==> src/rtl/iic_pkg.sv <==
// Shared state encoding and board constants for the I2C register-file target.
package iic_pkg;

    localparam logic [6:0] MS7200_DEV_ADDR = 7'h2B;
    localparam logic [6:0] MS7210_DEV_ADDR = 7'h59;
    localparam logic [6:0] DEF_DEV_ADDR    = MS7200_DEV_ADDR;

    localparam int unsigned ADDR_BYTES = 2;

    typedef enum logic [3:0] {
        S_IDLE,
        S_DEV,
        S_DEV_ACK,
        S_AH,
        S_AH_ACK,
        S_AL,
        S_AL_ACK,
        S_WDAT,
        S_WDAT_ACK,
        S_RDAT,
        S_RDAT_ACK
    } iic_state_t;

endpackage

==> src/rtl/iic_line_filter.sv <==
// SCL/SDA synchronizer, glitch filter and bus-event detection.
module iic_line_filter #(
    parameter int unsigned FILT = 4
) (
    input  logic clk,
    input  logic rst,
    input  logic scl_i,
    input  logic sda_i,
    output logic sda_o,
    output logic scl_rise_o,
    output logic scl_fall_o,
    output logic start_o,
    output logic stop_o
);

    localparam int CW = $clog2(FILT + 1);
    localparam logic [CW-1:0] CMAX = CW'(FILT - 1);

    // Bit 0 is SCL, bit 1 is SDA; an idle bus reads high on both.
    logic [1:0]    in_w;
    logic [1:0]    s1_q;
    logic [1:0]    s2_q;
    logic [1:0]    f_q;
    logic [1:0]    p_q;
    logic [CW-1:0] cnt_q [2];

    assign in_w = {sda_i, scl_i};

    always_ff @(posedge clk) begin
        if (rst) begin
            s1_q <= '1;
            s2_q <= '1;
            f_q  <= '1;
            p_q  <= '1;
            for (int i = 0; i < 2; i++) cnt_q[i] <= '0;
        end else begin
            s1_q <= in_w;
            s2_q <= s1_q;
            p_q  <= f_q;
            for (int i = 0; i < 2; i++) begin
                if (s2_q[i] == f_q[i]) begin
                    cnt_q[i] <= '0;
                end else if (cnt_q[i] == CMAX) begin
                    f_q[i]   <= s2_q[i];
                    cnt_q[i] <= '0;
                end else begin
                    cnt_q[i] <= cnt_q[i] + 1'b1;
                end
            end
        end
    end

    assign sda_o      = f_q[1];
    assign scl_rise_o = f_q[0] & ~p_q[0];
    assign scl_fall_o = ~f_q[0] & p_q[0];
    assign start_o    = p_q[0] & p_q[1] & ~f_q[1];
    assign stop_o     = p_q[0] & ~p_q[1] & f_q[1];

endmodule

==> src/rtl/iic_slave_regif.sv <==
// I2C target with 16-bit register pointer and 8-bit data, bridged to a
// single-cycle register-file strobe port.
module iic_slave_regif
    import iic_pkg::*;
#(
    parameter logic [6:0]  DEV_ADDR = DEF_DEV_ADDR,
    parameter int unsigned FILT     = 4
) (
    input  logic        clk,
    input  logic        rst,
    input  logic        iic_scl,
    input  logic        sda_in,
    output logic        sda_out_en,
    output logic [15:0] reg_addr,
    output logic [7:0]  reg_wdata,
    output logic        reg_we,
    output logic        reg_re,
    input  logic [7:0]  reg_rdata,
    output logic        busy
);

    logic sda_f;
    logic scl_rise;
    logic scl_fall;
    logic start;
    logic stop;

    iic_line_filter #(
        .FILT(FILT)
    ) u_filt (
        .clk       (clk),
        .rst       (rst),
        .scl_i     (iic_scl),
        .sda_i     (sda_in),
        .sda_o     (sda_f),
        .scl_rise_o(scl_rise),
        .scl_fall_o(scl_fall),
        .start_o   (start),
        .stop_o    (stop)
    );

    iic_state_t  state_q;
    logic [2:0]  bit_q;
    logic [7:0]  shift_q;
    logic [7:0]  wdata_q;
    logic [15:0] ptr_q;
    logic        oe_q;
    logic        we_q;
    logic        re_q;
    logic        load_q;
    logic        busy_q;
    logic        rw_q;
    logic        ack_q;
    logic [7:0]  byte_d;
    logic        last_d;

    assign byte_d = {shift_q[6:0], sda_f};
    assign last_d = (bit_q == 3'd7);

    always_ff @(posedge clk) begin
        if (rst) begin
            state_q <= S_IDLE;
            bit_q   <= '0;
            shift_q <= '0;
            wdata_q <= '0;
            ptr_q   <= '0;
            oe_q    <= 1'b0;
            we_q    <= 1'b0;
            re_q    <= 1'b0;
            load_q  <= 1'b0;
            busy_q  <= 1'b0;
            rw_q    <= 1'b0;
            ack_q   <= 1'b0;
        end else begin
            we_q   <= 1'b0;
            re_q   <= 1'b0;
            load_q <= re_q;
            if (we_q) ptr_q <= ptr_q + 16'd1;
            // Read data arrives one cycle after the strobe; MSB goes out at once.
            if (load_q && state_q == S_RDAT) begin
                shift_q <= reg_rdata;
                oe_q    <= ~reg_rdata[7];
                ptr_q   <= ptr_q + 16'd1;
            end
            if (start) begin
                state_q <= S_DEV;
                bit_q   <= '0;
                oe_q    <= 1'b0;
                ack_q   <= 1'b0;
            end else if (stop) begin
                state_q <= S_IDLE;
                oe_q    <= 1'b0;
                busy_q  <= 1'b0;
                ack_q   <= 1'b0;
            end else begin
                unique case (state_q)
                    S_IDLE: begin
                    end
                    S_DEV, S_AH, S_AL, S_WDAT: begin
                        if (scl_rise) begin
                            shift_q <= byte_d;
                            bit_q   <= bit_q + 3'd1;
                            if (last_d) begin
                                unique case (state_q)
                                    S_DEV: begin
                                        if (byte_d[7:1] == DEV_ADDR) begin
                                            state_q <= S_DEV_ACK;
                                            rw_q    <= byte_d[0];
                                            busy_q  <= 1'b1;
                                        end else begin
                                            state_q <= S_IDLE;
                                            oe_q    <= 1'b0;
                                            busy_q  <= 1'b0;
                                        end
                                    end
                                    S_AH: begin
                                        ptr_q[15:8] <= byte_d;
                                        state_q     <= S_AH_ACK;
                                    end
                                    S_AL: begin
                                        ptr_q[7:0] <= byte_d;
                                        state_q    <= S_AL_ACK;
                                    end
                                    default: begin
                                        wdata_q <= byte_d;
                                        we_q    <= 1'b1;
                                        state_q <= S_WDAT_ACK;
                                    end
                                endcase
                            end
                        end
                    end
                    S_DEV_ACK, S_AH_ACK, S_AL_ACK, S_WDAT_ACK: begin
                        // First fall opens the ACK slot, second fall closes it.
                        if (scl_fall) begin
                            if (!ack_q) begin
                                oe_q  <= 1'b1;
                                ack_q <= 1'b1;
                            end else begin
                                oe_q  <= 1'b0;
                                ack_q <= 1'b0;
                                bit_q <= '0;
                                unique case (state_q)
                                    S_DEV_ACK: begin
                                        if (rw_q) begin
                                            state_q <= S_RDAT;
                                            re_q    <= 1'b1;
                                        end else begin
                                            state_q <= S_AH;
                                        end
                                    end
                                    S_AH_ACK: state_q <= S_AL;
                                    default:  state_q <= S_WDAT;
                                endcase
                            end
                        end
                    end
                    S_RDAT: begin
                        if (scl_rise) bit_q <= bit_q + 3'd1;
                        if (scl_fall) begin
                            if (bit_q == 3'd0) begin
                                oe_q    <= 1'b0;
                                state_q <= S_RDAT_ACK;
                            end else begin
                                shift_q <= {shift_q[6:0], 1'b0};
                                oe_q    <= ~shift_q[6];
                            end
                        end
                    end
                    S_RDAT_ACK: begin
                        if (scl_rise && sda_f) begin
                            state_q <= S_IDLE;
                            busy_q  <= 1'b0;
                        end else if (scl_fall) begin
                            state_q <= S_RDAT;
                            bit_q   <= '0;
                            re_q    <= 1'b1;
                        end
                    end
                    default: state_q <= S_IDLE;
                endcase
            end
        end
    end

    assign sda_out_en = oe_q;
    assign reg_addr   = ptr_q;
    assign reg_wdata  = wdata_q;
    assign reg_we     = we_q;
    assign reg_re     = re_q;
    assign busy       = busy_q;

endmodule

==> config.mk <==
export PLATFORM = sky130hd
export DESIGN_NAME = iic_slave_regif
export DESIGN_NICKNAME = d
export VERILOG_FILES = /design/src/rtl/iic_pkg.sv /design/src/rtl/iic_line_filter.sv /design/src/rtl/iic_slave_regif.sv
export SDC_FILE = /design/constraint.sdc
export NUM_CORES = 1
export LEC_CHECK = 0
export ABC_CLOCK_PERIOD_IN_PS = 3800
export CORE_MARGIN = 4
export CORE_UTILIZATION = 40
export CTS_BUF_LIST = sky130_fd_sc_hd__clkbuf_16
export DETAILED_ROUTE_END_ITERATION = 8
export MAX_ROUTING_LAYER = met4
export PLACE_DENSITY = 0.68
export RECOVER_POWER = 50
export SLEW_MARGIN = 20
export SYNTH_ARGS = -nofsm -noshare
export SYNTH_HDL_FRONTEND = slang
export SYNTH_SLANG_ARGS = --single-unit
==> constraint.sdc <==
create_clock -name clk -period 3.8 [get_ports clk]
set_clock_uncertainty 0.15 [all_clocks]
set_input_delay 0.57 -clock clk [delete_from_list [all_inputs] [get_ports clk]]
set_output_delay 0.57 -clock clk [all_outputs]
set_load 0.05 [all_outputs]
-- Word-level counts from Yosys, hierarchy flattened
Memories as Yosys holds them, arrays and structs flattened.
Index checks and enable logic that the tools add are counted.
- word-level logic and storage cells: 202
- register bits: 54
- RAM bits: 6
- bits of input ports: 12
- output and inout bits: 28
- memories kept: 1
- memories (memory ; depth ; width ; read ports ; clocked after memory_dff ; write ports ; line ; text):
    u_filt.cnt_q ; 2 ; 3 ; 2 ; 0 ; 2 ; iic_line_filter.sv:25 ; logic [CW-1:0] cnt_q [2];
- add/sub/neg operators: 4
- bitwise operators: 27
- reduce and logical (&&, ||, !) cells: 22
- eq/ne operators: 38
- mux-type cells: 92
- operators by type and width (operator ; number):
    two-way mux 16 bit ; 7
    two-way mux 8 bit ; 8
    two-way mux 1 bit ; 48
    two-way mux 4 bit ; 9
    two-way mux 3 bit ; 11
    inequality test 4 bit (second input constant) ; 5
    one-hot mux 4 bit (5 select lines) ; 1
    inequality test 3 bit (second input constant) ; 6
    adder 16 x 1 -> 16 bit (second input constant) ; 1
    equality test 4 x 3 -> 1 bit (second input constant) ; 4
    one-hot mux 8 bit (2 select lines) ; 1
    AND reduction 8 bit ; 2
    NOT 1 bit ; 15
    inequality test 2 bit (second input constant) ; 7
    AND reduction 7 bit ; 2
    equality test 4 bit (second input constant) ; 3
    one-hot mux 4 bit (3 select lines) ; 1
    AND reduction 6 bit ; 2
    adder 3 x 1 -> 3 bit (second input constant) ; 3
    one-hot mux 3 bit (3 select lines) ; 1
    equality test 4 x 2 -> 1 bit (second input constant) ; 2
    one-hot mux 4 bit (2 select lines) ; 1
    OR reduction 4 bit ; 2
    equality test 7 x 6 -> 1 bit (second input constant) ; 1
    21 further kinds ; 40

-- Longest topological paths before layout
- depth after elaboration: 9
- gate-level depth with buffers: 8
- gate-level depth less buffers: 7

-- Hierarchy
Synthesis repeated with hierarchy kept, for this count alone.
- cell total of the unflattened synthesis: 376
- area, all modules: 3304.4 um^2
- by module, submodules not included (module ; cells each ; area an instance (um^2) ; sequential area each (um^2) ; times used):
    iic_slave_regif ; 330 ; 2727.6 ; 900.9 ; 1
    iic_line_filter ; 46 ; 576.8 ; 340.3 ; 1

-- Worst setup path before layout
No wires, ideal clock.
- path type: register to register
- from: register ptr_q[5] (netlist: reg_addr[5])
- to: register ptr_q[11] (netlist: reg_addr[11])
- slack: 1.765 ns
- arrival time: 1.752 ns
- cell stages (with the launch flop): 7
- period minus slack after synthesis: 2.035 ns
- path buffers: 1
- library setup time: 0.133 ns
- data required time: 3.517 ns
- path through: dfxtp_1 > and4_1 > buf_1 > nand3_1 > nor4_1 > xnor2_1 > o21ai_1
- cells in the longest elaborated chain, start to end: 9
- RTL lines (what ; line ; text):
    start, declared ; iic_slave_regif.sv:46 ; logic [15:0] ptr_q;
    start signal, assigned ; iic_slave_regif.sv:78 ; if (we_q) ptr_q <= ptr_q + 16'd1;
    start signal, assigned ; iic_slave_regif.sv:83 ; ptr_q <= ptr_q + 16'd1;
    start signal, assigned ; iic_slave_regif.sv:121 ; ptr_q[7:0] <= byte_d;
    adder 16 x 1 -> 16 bit (*) ; iic_slave_regif.sv:78, iic_slave_regif.sv:83 ;
    two-way mux 16 bit ; iic_slave_regif.sv:78 ;
    two-way mux 16 bit (*) ; iic_slave_regif.sv:80 ; if (load_q && state_q == S_RDAT) begin
    two-way mux 8 bit ; iic_slave_regif.sv:104 ; unique case (state_q)
    two-way mux 16 bit ; iic_slave_regif.sv:103 ; if (last_d) begin
    two-way mux 16 bit ; iic_slave_regif.sv:100 ; if (scl_rise) begin
    two-way mux 16 bit ; iic_slave_regif.sv:96 ; unique case (state_q)
    two-way mux 16 bit ; iic_slave_regif.sv:90 ; end else if (stop) begin
    two-way mux 16 bit (*) ; iic_slave_regif.sv:85 ; if (start) begin
Mark *: on every way between the ends. The rest lies on a longest branch, timed or not.
A chain may end at the register's enable or synchronous reset.

==> reports/qor.csv <==
metric;value;unit
violations;capacitance limit, slew limit;
syn-cell-area;3090;um^2
fp-row-count;31;
cts_tree;done;
htree_levels;3;
cts_buffer_depth;2;
yosys_warnings;0;
vias;2788;
yosys.area.top_type;dfxtp_1;
cts.sinks;59;
firstDrtPassIters;4;
viasPerCell;5.499;
die_area;9197;um^2
cap_violations;1;
fin_hold_ws;0.2588;ns
final.setup.worst_slack;0.7975;ns
ys_top_cells_by_area;dfxtp_1 34%, edfxtp_1 5.8%, nand2_1 5.3%;
drc;0;
grt_remaining_overflow;0;
synth_edf_count;6;
synth_cell_type_count;57;
drt_iter0_drc;270;
yosysTopAreaCellShare;34.33;%
chipHeight;95.90;um
post-place-cells;491;
worstMarginPinSlew;1.669;ns
hold_path.class;reg2reg;
cts-resized-gates;0;
final_util;51.43;%
rsz0062_at_grt;no;
synthToLayoutAreaGrowth;22.63;%
detail-route-antenna-nets;0;
netlist_instances;370;
async_flop_share;0;%
grt_pass1_vias;2573;
crit_required;3.83;ns
final_max_slew_viol_count;41;
placedInstanceArea;3531;um^2
maxSlewHeadroom;-11.30;%
ctsHoldBuffers;0;
max_clock_freq;0.3331;GHz
finalCriticalPeriod;3.003;ns
finalSetupTns;0;ns
synth_flop_cell;dfxtp_1;
status;complete, but fails checks;
vdd_ir_drop_max;0.0002054;V
p_leak;1.365;nW
synth_common_cells;53 x dfxtp_1, 44 x nand2_1, 36 x nor2_1;
instances_no_fill;507;
finish.instance_area;3790;um^2
layout-drive-gt1-share;5.882;%
avgSynthCellArea;8.353;um^2
dp_slack;1.119;ns
yosysSeqAreaShare;40.16;%
place_hpwl;5.200;mm
core;7370;um^2
grt_start_max_net_pins;41;
grt_usage;17.71;%
globalplace.congestion;0.9180;
antenna_found_initial;0;
ys_seq_elements;59;
end_kind;flip-flop;
power;1.766;mW
grt_pass1_wl;12.39;mm
avgRoutedWirePerCell;14.67;um
hold_violations;0;
postCtsSetupRepairBufs;0;
crit_type;in2reg;
initial_core_util;41.94;%
cts_buffers;9;
nNetsFinal;423;
worstPathArrival;3.04;ns
io-pin-count;40;
setup_violations;0;
crit_path_max_fanout;40;
placement.io_buffers;39;
power_density;465.9;nW/um^2
antenna_cells;0;
drt-total-wl;7.440;mm
cts_root_buf;clkbuf_16;
clk_pin_slew;0.05;ns
cp-start-kind;primary input;
worstSkewPairLatency;0.32;ns
die_w;95.90;um
yosysMostFrequentCell;dfxtp_1;
finalCritPeriodShare;79.01;%
==> kinds of logic after synthesis <==
logic type / count (synthesis) / synth area share, %
and+or+nand+nor: 172 / 28.91
AOI/OAI and AO/OA: 74 / 15.99
DFF: 59 / 40.16
buffers and inverters: 32 / 4.453
xor gates and xnor gates: 17 / 4.818
adders and majority gates: 8 / 3.239
muxes: 7 / 2.308
other: 1 / 0.1213
==> routing by layer <==
layer / GRT usage, % / vias to the layer above / share of wire (%)
li1: - / 1390 / -
met1: 22.68 / 1305 / 46
met2: 26.46 / 80 / 47
met3: 4.848 / 13 / 6.3
met4: 7.109 / 0 / 1.3
met5: - / - / 0
==> state kept, by name, indices dropped and copies added, names as in the netlist <==
signal	cells
u_filt.cnt_q	6
reg_wdata	8
rw_q	1
ack_q	1
bit_q	3
reg_addr	16
sda_out_en	1
u_filt.s1_q	2
u_filt.s2_q	2
busy	1
u_filt.p_q	2
load_q	1
u_filt.f_q	2
state_q	4
shift_q	7
reg_re	1
reg_we	1
==> cells in the final DEF (no fill, tap or decap), types with 3 or more instances in the layout <==
cell type        Yosys  final
a21oi_1             20     20
dlygate4sd3_1        0     16
clkinv_2             0      3
nor3_1              13     13
edfxtp_1             6      6
nand4_1              5      5
nor2_1              36     36
conb_1               1      6
nand3_1             18     18
or3_1                4      4
dfxtp_1             53     53
clkdlybuf4s50_1      0     23
xnor2_1             15     15
inv_1                8     10
nand2b_1             8      8
mux2i_1              6      6
o21ai_1              9      9
clkbuf_16            0      9
o21ai_0              7      7
a311oi_1             8      8
nor2b_1             12     12
or2_2                6      6
and4_1               3      3
nand2_1             44     44
ha_1                 8      8
a211oi_1             7      7
o21a_1               3      3
nor4_1               7      7
==> power by group <==
group / switching [mW] / internal, mW
clock: 0.277 / 0.431
sequential: 0.0684 / 0.652
combinational: 0.190 / 0.148
total: 0.535 / 1.23
==> layout make-up <==
class	count	area, um^2
inverter	8	30.03
clock inverter	7	37.54
fill	699	3580
multi-input combinational	284	1730
clock buffer	9	225.2
timing repair buffer	41	401.6
tap	99	123.9
sequential	59	1241
==> final timing paths <==
| path | to | depth (start not counted) | from | slack [ns] |
|---|---|---|---|---|
| hold / removal | u_filt.s2_q[0]$_SDFF_PP1_ | 1 | u_filt.s1_q[0]$_SDFF_PP1_ | 0.26 |
| setup reg to reg | shift_q[4]$_SDFF_PP0_ | 5 | state_q[3]$_SDFFE_PP0P_ | 1.04 |
| hold reg to reg | u_filt.s2_q[0]$_SDFF_PP1_ | 1 | u_filt.s1_q[0]$_SDFF_PP1_ | 0.26 |
| setup / recovery | reg_addr[14]$_SDFF_PP0_ | 4 | rst | 0.80 |
==> worst max-delay path, cell delays in order <==
cell           delay (ns)
dlygate4sd3_1        0.59
clkbuf_1             1.23
o21bai_1             0.46
o21ai_0              0.18
Note: power is estimated with default switching activity, not from simulation.
